`config.mk`:
```
export PLATFORM = sky130hd
export DESIGN_NAME = note_sequence_player
export DESIGN_NICKNAME = d
export VERILOG_FILES = /design/src/rtl/note_sequence_player.sv
export SDC_FILE = /design/constraint.sdc
export NUM_CORES = 1
export LEC_CHECK = 0
export CAP_MARGIN = 5
export CORE_MARGIN = 2
export CORE_UTILIZATION = 48
export DETAILED_ROUTE_END_ITERATION = 10
export PLACE_DENSITY = 0.73
export SLEW_MARGIN = 10
export SYNTH_ARGS = -nofsm -noshare
export SYNTH_HDL_FRONTEND = slang
export SYNTH_SLANG_ARGS = --single-unit
export TNS_END_PERCENT = 100
```
`constraint.sdc`:
```
create_clock -name clk -period 2 [get_ports clk]
set_clock_uncertainty 0.1 [all_clocks]
set_input_delay 0.5 -clock clk [delete_from_list [all_inputs] [get_ports clk]]
set_output_delay 0.5 -clock clk [all_outputs]
set_load 0.02 [all_outputs]
```
`src/rtl/note_sequence_player.sv`:
```
// note_sequence_player: emits the 4- or 5-symbol note word for adjective/comparative/adverb on start.
// Latency: symbol 0 is presented the cycle after start is sampled; GAP idle cycles follow each accepted symbol.
// Backpressure: nota is held stable with nota_valid high until nota_ready; there is no timeout.
module note_sequence_player #(
    parameter int GAP = 2
) (
    input  logic       clk,
    input  logic       reset,
    input  logic       start,
    input  logic [1:0] tipo,
    input  logic       var_sel,    // branch select; `var` is a reserved word in SystemVerilog
    input  logic [3:0] raiz0,
    input  logic [3:0] raiz1,
    output logic [3:0] nota,
    output logic       nota_valid,
    input  logic       nota_ready,
    output logic       busy,
    output logic       done,
    output logic       erro
);

    localparam logic [3:0] PAUSE   = 4'b0000;
    localparam logic [3:0] NOTE_DO = 4'b0001;
    localparam logic [3:0] NOTE_RE = 4'b0010;
    localparam logic [3:0] LA_M    = 4'b1110;
    localparam logic [3:0] SI_M    = 4'b1111;

    localparam logic [1:0] T_NULL = 2'b00;
    localparam logic [1:0] T_ADJ  = 2'b01;
    localparam logic [1:0] T_COMP = 2'b10;
    localparam logic [1:0] T_ADV  = 2'b11;

    localparam logic [3:0] GAP_INIT = 4'(GAP);

    typedef enum logic [1:0] {
        ST_IDLE = 2'd0,
        ST_SEND = 2'd1,
        ST_GAP  = 2'd2
    } state_t;

    state_t     state, state_nxt;
    logic [2:0] idx, idx_nxt;
    logic [3:0] gap_cnt, gap_cnt_nxt;
    logic       done_nxt, erro_nxt;

    // Word captured at an accepted start; later input changes do not affect the word in flight.
    logic [1:0] tipo_r;
    logic       var_r;
    logic [3:0] raiz0_r, raiz1_r;

    logic       start_ok;
    logic       last_sym;
    logic [3:0] sym;

    // A stem note may not be either pause code (0000 or 1000), so its low three bits must be non-zero.
    assign start_ok = (tipo != T_NULL) && (raiz0[2:0] != 3'b000) && (raiz1[2:0] != 3'b000);

    // Adjectives end after index 3; comparatives and adverbs after index 4.
    assign last_sym = (tipo_r == T_ADJ) ? (idx == 3'd3) : (idx == 3'd4);

    // Symbol table indexed by position within the word.
    always_comb begin
        sym = PAUSE;
        case (idx)
            3'd0: sym = raiz0_r;
            3'd1: sym = raiz1_r;
            3'd2: sym = ((tipo_r != T_ADV) && var_r) ? SI_M : LA_M;
            3'd3: begin
                case (tipo_r)
                    T_COMP:  sym = var_r ? NOTE_RE : NOTE_DO;
                    T_ADV:   sym = SI_M;
                    default: sym = PAUSE;
                endcase
            end
            default: sym = PAUSE;
        endcase
    end

    // Next-state logic: accept/reject start, advance on transfer, count out the inter-symbol gap.
    always_comb begin
        state_nxt   = state;
        idx_nxt     = idx;
        gap_cnt_nxt = gap_cnt;
        done_nxt    = 1'b0;
        erro_nxt    = 1'b0;
        case (state)
            ST_IDLE: begin
                if (start) begin
                    if (start_ok) begin
                        state_nxt = ST_SEND;
                        idx_nxt   = 3'd0;
                    end else begin
                        erro_nxt  = 1'b1;
                    end
                end
            end
            ST_SEND: begin
                if (nota_ready) begin
                    if (last_sym) begin
                        state_nxt = ST_IDLE;
                        idx_nxt   = 3'd0;
                        done_nxt  = 1'b1;
                    end else begin
                        idx_nxt = idx + 3'd1;
                        if (GAP == 0) begin
                            state_nxt = ST_SEND;
                        end else begin
                            state_nxt   = ST_GAP;
                            gap_cnt_nxt = GAP_INIT;
                        end
                    end
                end
            end
            ST_GAP: begin
                if (gap_cnt <= 4'd1) begin
                    state_nxt   = ST_SEND;
                    gap_cnt_nxt = 4'd0;
                end else begin
                    gap_cnt_nxt = gap_cnt - 4'd1;
                end
            end
            default: begin
                state_nxt   = ST_IDLE;
                idx_nxt     = 3'd0;
                gap_cnt_nxt = 4'd0;
            end
        endcase
    end

    // State, index, gap counter and the one-cycle done/erro pulses.
    always_ff @(posedge clk or posedge reset) begin
        if (reset) begin
            state   <= ST_IDLE;
            idx     <= 3'd0;
            gap_cnt <= 4'd0;
            done    <= 1'b0;
            erro    <= 1'b0;
        end else begin
            state   <= state_nxt;
            idx     <= idx_nxt;
            gap_cnt <= gap_cnt_nxt;
            done    <= done_nxt;
            erro    <= erro_nxt;
        end
    end

    // Capture the word parameters only when a start is accepted.
    always_ff @(posedge clk or posedge reset) begin
        if (reset) begin
            tipo_r  <= T_NULL;
            var_r   <= 1'b0;
            raiz0_r <= PAUSE;
            raiz1_r <= PAUSE;
        end else if ((state == ST_IDLE) && start && start_ok) begin
            tipo_r  <= tipo;
            var_r   <= var_sel;
            raiz0_r <= raiz0;
            raiz1_r <= raiz1;
        end
    end

    assign nota_valid = (state == ST_SEND);
    assign nota       = nota_valid ? sym : PAUSE;
    assign busy       = (state != ST_IDLE);

endmodule

```
==> results of run 1 <==
==> routing by layer <==
| layer | GRT usage | share of wire | vias to the layer above |
|---|---|---|---|
| met4 | 0.0997 | 0.029 | 0 |
| met2 | 0.384 | 0.49 | 39 |
| met5 | 0 | 0 | - |
| li1 | - | - | 554 |
| met1 | 0.246 | 0.43 | 574 |
| met3 | 0.0408 | 0.054 | 10 |
==> logic make-up after synthesis <==
family	Yosys count	synth area share
fa+ha+maj	11	0.102
simple gates	35	0.135
mux	17	0.170
compound gates	28	0.151
flops	22	0.406
buf+inv	11	0.0360
==> per-stage QoR <==
| step | TNS [ns] | cell area [sq um] | setup WS (ns) |
|---|---|---|---|
| after floorplan | -0.00114 | 1360 | -0.000570 |
| after global placement | -4.06 | 1780 | -0.385 |
| final | -1.05 | 1890 | -0.268 |
| after global routing | -1.41 | 1890 | -0.358 |
| after detailed placement | -4.63 | 1780 | -0.450 |
| after CTS | -1.06 | 1870 | -0.271 |
==> repair_timing <==
action / CTS / global route
pin swaps: 6 / 3
buffers inserted: 0 / 2
setup endpoints to repair: 6 / 5
resized for setup: 43 / 5
cloned: 0 / 0
==> cell usage in the layout, fill, tap and decap left out, types with 3 or more instances in the layout <==
cell,instances
sky130_fd_sc_hd__ha_1,5
sky130_fd_sc_hd__nor2_1,9
sky130_fd_sc_hd__ha_2,4
sky130_fd_sc_hd__nand2_1,9
sky130_fd_sc_hd__mux2_4,11
sky130_fd_sc_hd__mux2_1,4
sky130_fd_sc_hd__a21oi_1,6
sky130_fd_sc_hd__buf_2,4
sky130_fd_sc_hd__inv_1,7
sky130_fd_sc_hd__buf_4,28
sky130_fd_sc_hd__inv_2,3
sky130_fd_sc_hd__clkdlybuf4s50_1,16
sky130_fd_sc_hd__dfrtp_1,21
sky130_fd_sc_hd__clkbuf_4,3
==> where the power goes <==
part / switching [mW] / internal, mW
sequential: 0.164 / 0.617
clock: 0.139 / 0.203
combinational: 0.745 / 0.855
==> final cells by class <==
class                           count  area share
Clock buffer                        3      0.0119
Clock inverter                      1      0.0159
Inverter                           10      0.0198
Multi-Input combinational cell     91       0.435
Sequential cell                    22       0.291
Tap cell                           31      0.0205
Timing Repair Buffer               48       0.206
==> worst max-delay path by stage <==
stage | slack, ns | endpoint | startpoint
2_1_floorplan | -0.0006 | nota[0] | state[1]
4_1_cts | -0.27 | nota[0] | idx[0]
3_5_place_dp | -0.45 | nota[3] | idx[1]
3_3_place_gp | -0.39 | nota[1] | idx[0]
5_1_grt | -0.36 | nota[0] | idx[0]
6_report | -0.27 | nota[0] | idx[1]
==> flip-flops by register name (all words and copies together) (netlist names), 2 cells and up <==
register,cells
idx,3
tipo_r,2
raiz1_r,4
gap_cnt,4
raiz0_r,4
state,2
==> critical path: stages (launching register included) <==
cell and delay (ns):
sky130_fd_sc_hd__dfrtp_1 0.43, sky130_fd_sc_hd__buf_4 0.14, sky130_fd_sc_hd__ha_2 0.17, sky130_fd_sc_hd__nor3_2 0.11
sky130_fd_sc_hd__nor2_1 0.07, sky130_fd_sc_hd__o21ai_2 0.20, sky130_fd_sc_hd__a31oi_1 0.07, sky130_fd_sc_hd__buf_2 0.16
==> results.py, run 1 <==
metrics = {
    "synth": {
        "synth_area_leaders": "sky130_fd_sc_hd__dfrtp_1 41%, sky130_fd_sc_hd__mux2_4 12%, sky130_fd_sc_hd__ha_1 10%",
        "post_synth.cell_area_avg_sq_um": 10.9,
        "yosys_warnings": 0,
        "postSynthRegisterBits": 22,
        "synth.top_cells.by_count": "22 x sky130_fd_sc_hd__dfrtp_1, 11 x sky130_fd_sc_hd__ha_1, 11 x sky130_fd_sc_hd__mux2_4",
        "synth_largest_type_area_fraction": 0.406,
        "synthesis.area_sq_um": 1360,
        "synth_edf_count": 0,
        "yosysMostFrequentCell": "sky130_fd_sc_hd__dfrtp_1",
        "synthesis.nets": 150,
        "synth_area_leader_cell": "sky130_fd_sc_hd__dfrtp_1",
        "synth_ff_type": "sky130_fd_sc_hd__dfrtp_1",
        "syn_inst": 124,
        "synthDistinctLibCells": 39,
        "postSynth.asyncResetShare": 1.00,
        "synth_sequential_area_ratio": 0.406,
    },
    "finish": {
        "finalCoreUtilization": 0.699,
        "num_antenna_cells": 0,
        "final-instance-count-excl-fill": 206,
        "multi_input_area_sq_um": 823,
        "layout-area-overhead-vs-synth_pct": 39.8,
        "final-seq-area_sq_um": 552,
        "layout-drive-gt1-share": 0.394,
        "final_nets": 202,
        "layout.filler_cells": 210,
    },
    "die": {
        "ios": 23,
        "die-height_um": 57.1,
        "die_footprint_sq_um": 3260,
        "initial_core_util": 0.500,
        "design.core.area_sq_um": 2710,
        "rows": 19,
        "dieWidth_um": 57.1,
    },
    "min_path": {
        "hold_class": "primary input to async pin",
    },
    "grt": {
        "via_count_of_the_first_global_routing_pass": 1240,
        "globalRoute.totalOverflow": 0,
        "grt_pass1_wl_um": 5450,
        "grt_start_max_net_pins": 23,
        "grt_antenna_before_repair": 0,
        "grtUsageTotal": 0.215,
    },
    "sta": {
        "setup_viol": 4,
        "whs_ns": 0.424,
        "rsz0062_at_grt": "yes",
        "final_min_period_over_clock_period": 1.13,
        "hold_viol": 0,
        "max_slew_margin": 0.642,
        "post-route-worst-setup-slack_ns": -0.268,
        "fin_crit_ns": 2.27,
        "worst_pin_slew_ns": 0.529,
        "fmaxAchievable_mhz": 441,
        "finalMaxSlewViolations": 0,
    },
    "critical_path": {
        "critPathCaptureType": "output pin",
        "cp.arrival_ns": 1.67,
        "worstReg2RegStart": "idx[0]",
        "reg2reg_depth": 6,
        "cp_max_fo": 4,
        "critPathRequiredTime_ns": 1.40,
        "cp-start-kind": "flop",
        "rr_endpoint": "gap_cnt[3]",
        "r2r_slack_ns": 0.10,
        "timing.setup.critical_path_class": "flop to output pin",
    },
    "drt": {
        "route.vias.total": 1177,
        "drt_wl_total_um": 3170,
        "postRouteAntennaNets": 0,
        "drcViolationCount": 0,
        "drt-wirelength-per-cell_um": 15.4,
        "drt_iter0_drcs": 35,
        "drt-vias-per-instance": 5.71,
        "dr.pass1.iters": 5,
    },
    "power": {
        "post-layout-total-power_mw": 2.72,
        "max-vdd-ir-drop_mv": 0.986,
        "leakage_nw": 0.888,
        "power.density_nw_per_um2": 1440,
    },
    "clock_network": {
        "clk-insertion-delay-late_ns": 0.31,
        "numCtsBuffers": 3,
        "cts_tree": "built",
        "tritoncts_num_sinks": 22,
        "clock_path_buffers": 2,
        "holdBufCountCts": 0,
        "cts.clk_slew.worst_paths_ns": 0.13,
        "ctsHtreeMaxLevel": 1,
        "cts.root.buffer_cell": "sky130_fd_sc_hd__clkbuf_4",
    },
    "placement": {
        "number_of_i_o_port_buffers": 22,
        "place_inst": 200,
        "routabilityCongestion": 0.889,
        "dp.final_hpwl_um": 2420,
    },
    "flow_run": {
        "maxCapViolations": 0,
    },
    "status": {
        "outcome": "finished with violations",
        "violations": "negative setup slack",
    },
}
Power figures use the tool's default switching activity.
==> run 2, diff against run 1 <==
--- a/config.mk
+++ b/config.mk
@@ -10,6 +10,7 @@
 export CORE_UTILIZATION = 48
 export DETAILED_ROUTE_END_ITERATION = 10
 export PLACE_DENSITY = 0.73
+export RECOVER_POWER = 50
 export SLEW_MARGIN = 10
 export SYNTH_ARGS = -nofsm -noshare
 export SYNTH_HDL_FRONTEND = slang
==> run 2 against run 1 <==
  * The run still ends with negative setup slack left
  * Sequential share of layout area grew 0.14 points
  * Via count shrank 0.68%
  * Power is essentially flat
  * Sequential cell count is the same
  * Utilization shrank 0.32 points
  * Final cell count is the same
  * Register-to-register slack is essentially flat
  * Worst setup slack gained 0.00053 ns
  * Combinational power is essentially flat
  * Clock power is essentially flat
  * Die area is the same
  * Largest cell class unchanged
  * Largest power group unchanged
==> results.py, run 2 (synthesized netlist as in run 1, its figures left out) <==
metrics = {
    "die": {
        "rows": 19,
        "die-height_um": 57.1,
        "ios": 23,
        "design.core.area_sq_um": 2710,
        "die_footprint_sq_um": 3260,
        "initial_core_util": 0.500,
        "dieWidth_um": 57.1,
    },
    "placement": {
        "routabilityCongestion": 0.889,
        "dp.final_hpwl_um": 2420,
        "number_of_i_o_port_buffers": 22,
        "dpl_worst_slack_ns": -0.450,
        "placedInstanceArea_sq_um": 1780,
    },
    "min_path": {
        "worst_hold_path.endpoint": "raiz0_r[0]",
        "hold_path.startpoint": "raiz0_r[0]",
        "hold_class": "flop to flop",
        "number_of_cells_traversed_by_the_worst_hold_path": 1,
    },
    "critical_path": {
        "cp-start-kind": "flop",
        "rr_endpoint": "gap_cnt[3]",
        "reg2reg_depth": 6,
        "critPathCaptureType": "output pin",
        "cp.arrival_ns": 1.67,
        "timing.setup.critical_path_class": "flop to output pin",
        "critPathRequiredTime_ns": 1.40,
        "cp_max_fo": 4,
        "r2r_slack_ns": 0.10,
        "worstReg2RegStart": "idx[0]",
    },
    "drt": {
        "drcViolationCount": 0,
        "drt-wirelength-per-cell_um": 15.3,
        "dr_wl_met2_um": 1550,
        "met3_routed_length_um": 163,
        "drt_wl_total_um": 3150,
        "routed_metal_1_wire_length_um": 1340,
        "drt_iter0_drcs": 36,
        "route.vias.total": 1169,
        "drt-vias-per-instance": 5.67,
        "dr.max_layer_used": "met4",
        "postRouteAntennaNets": 0,
        "dr.pass1.iters": 5,
    },
    "sta": {
        "worst_pin_slew_ns": 1.16,
        "fin_crit_ns": 2.27,
        "finalMaxSlewViolations": 0,
        "max_slew_margin": 0.226,
        "final_min_period_over_clock_period": 1.13,
        "setup_viol": 4,
        "whs_ns": 0.429,
        "post-route-worst-setup-slack_ns": -0.268,
        "hold_viol": 0,
        "fmaxAchievable_mhz": 441,
        "rsz0062_at_grt": "yes",
        "accumulated_negative_setup_slack_ns": -1.05,
    },
    "finish": {
        "final_nets": 202,
        "layout-area-overhead-vs-synth_pct": 39.2,
        "most-common-layout-cells": "27 x sky130_fd_sc_hd__buf_4, 21 x sky130_fd_sc_hd__dfrtp_1, 16 x sky130_fd_sc_hd__clkdlybuf4s50_1, 11 x sky130_fd_sc_hd__mux2_4",
        "biggestRegsByFlops": "gap_cnt (4), raiz0_r (4), raiz1_r (4)",
        "design_area_sq_um": 1890,
        "num_antenna_cells": 0,
        "layout-drive-gt1-share": 0.383,
        "mostFrequentLayoutCell": "sky130_fd_sc_hd__buf_4",
    },
    "status": {
        "violations": "negative setup slack",
        "outcome": "finished with violations",
    },
    "clock_network": {
        "clk-insertion-delay-late_ns": 0.31,
        "cts_tree": "built",
        "holdBufCountCts": 0,
        "numCtsBuffers": 3,
        "cts.root.buffer_cell": "sky130_fd_sc_hd__clkbuf_4",
        "ctsHtreeMaxLevel": 1,
        "tritoncts_num_sinks": 22,
        "cts.clk_slew.worst_paths_ns": 0.13,
        "clock_path_buffers": 2,
    },
    "power": {
        "leakage_nw": 0.883,
        "max-vdd-ir-drop_mv": 0.986,
        "power.density_nw_per_um2": 1440,
    },
    "grt": {
        "grt_start_max_net_pins": 23,
        "grt_pass1_wl_um": 5450,
        "globalRoute.totalOverflow": 0,
        "grtUsageTotal": 0.215,
        "via_count_of_the_first_global_routing_pass": 1240,
        "grt_antenna_before_repair": 0,
    },
    "flow_run": {
        "maxCapViolations": 0,
    },
}
## run 2: cell count changes in the layout (fill, tap and decap cells not counted)
cell	previous run	this run
sky130_fd_sc_hd__clkbuf_1	0	1
sky130_fd_sc_hd__or3_4	1	0
sky130_fd_sc_hd__or3_1	0	1
sky130_fd_sc_hd__buf_4	28	27
## run 2: worst max-delay path, cell delays in order (launching register included)
cell and delay [ns]:
sky130_fd_sc_hd__dfrtp_1 0.43, sky130_fd_sc_hd__buf_4 0.14, sky130_fd_sc_hd__ha_2 0.17, sky130_fd_sc_hd__nor3_2 0.11
sky130_fd_sc_hd__nor2_1 0.07, sky130_fd_sc_hd__o21ai_2 0.20, sky130_fd_sc_hd__a31oi_1 0.07, sky130_fd_sc_hd__buf_2 0.16
## run 2: how the worst max path moves through the flow
stage,start,to
after floorplan,state[1],nota[0]
after global placement,idx[0],nota[1]
after detailed placement,idx[1],nota[3]
after CTS,idx[0],nota[0]
after global routing,idx[0],nota[0]
final,idx[1],nota[0]
## run 2: area by class of cell
class / instances / area (sq um)
timing repair buffer: 48 / 387
tap: 31 / 38.8
sequential: 22 / 552
multi-input combinational: 91 / 818
clock inverter: 1 / 30.0
inverter: 10 / 37.5
clock buffer: 3 / 22.5
fill: 213 / 825
## run 2: stage by stage
stage,std cells,power [mW],utilization
after detailed placement,200,2.28,0.658
final,206,2.72,0.696
after floorplan,124,1.68,-
after global placement,200,2.22,0.658
after global routing,206,2.93,0.696
after CTS,204,2.67,0.690
## run 2: layer usage
layer / up-vias / track usage
met4: 0 / 0.0997
li1: 554 / -
met5: - / 0
met3: 10 / 0.0408
met2: 35 / 0.384
met1: 570 / 0.246
## run 2: timing repair
action                                  CTS  global route
buffers inserted                          0             2
pin swaps                                 6             3
endpoints found under the setup margin    6             5
resized for setup                        43             5
cloned                                    0             0
## run 2: where the power goes
group	switching, mW	internal [mW]	total (mW)
clock network	0.140	0.203	0.342
registers	0.164	0.617	0.781
logic	0.744	0.853	1.60
total	1.05	1.67	2.72
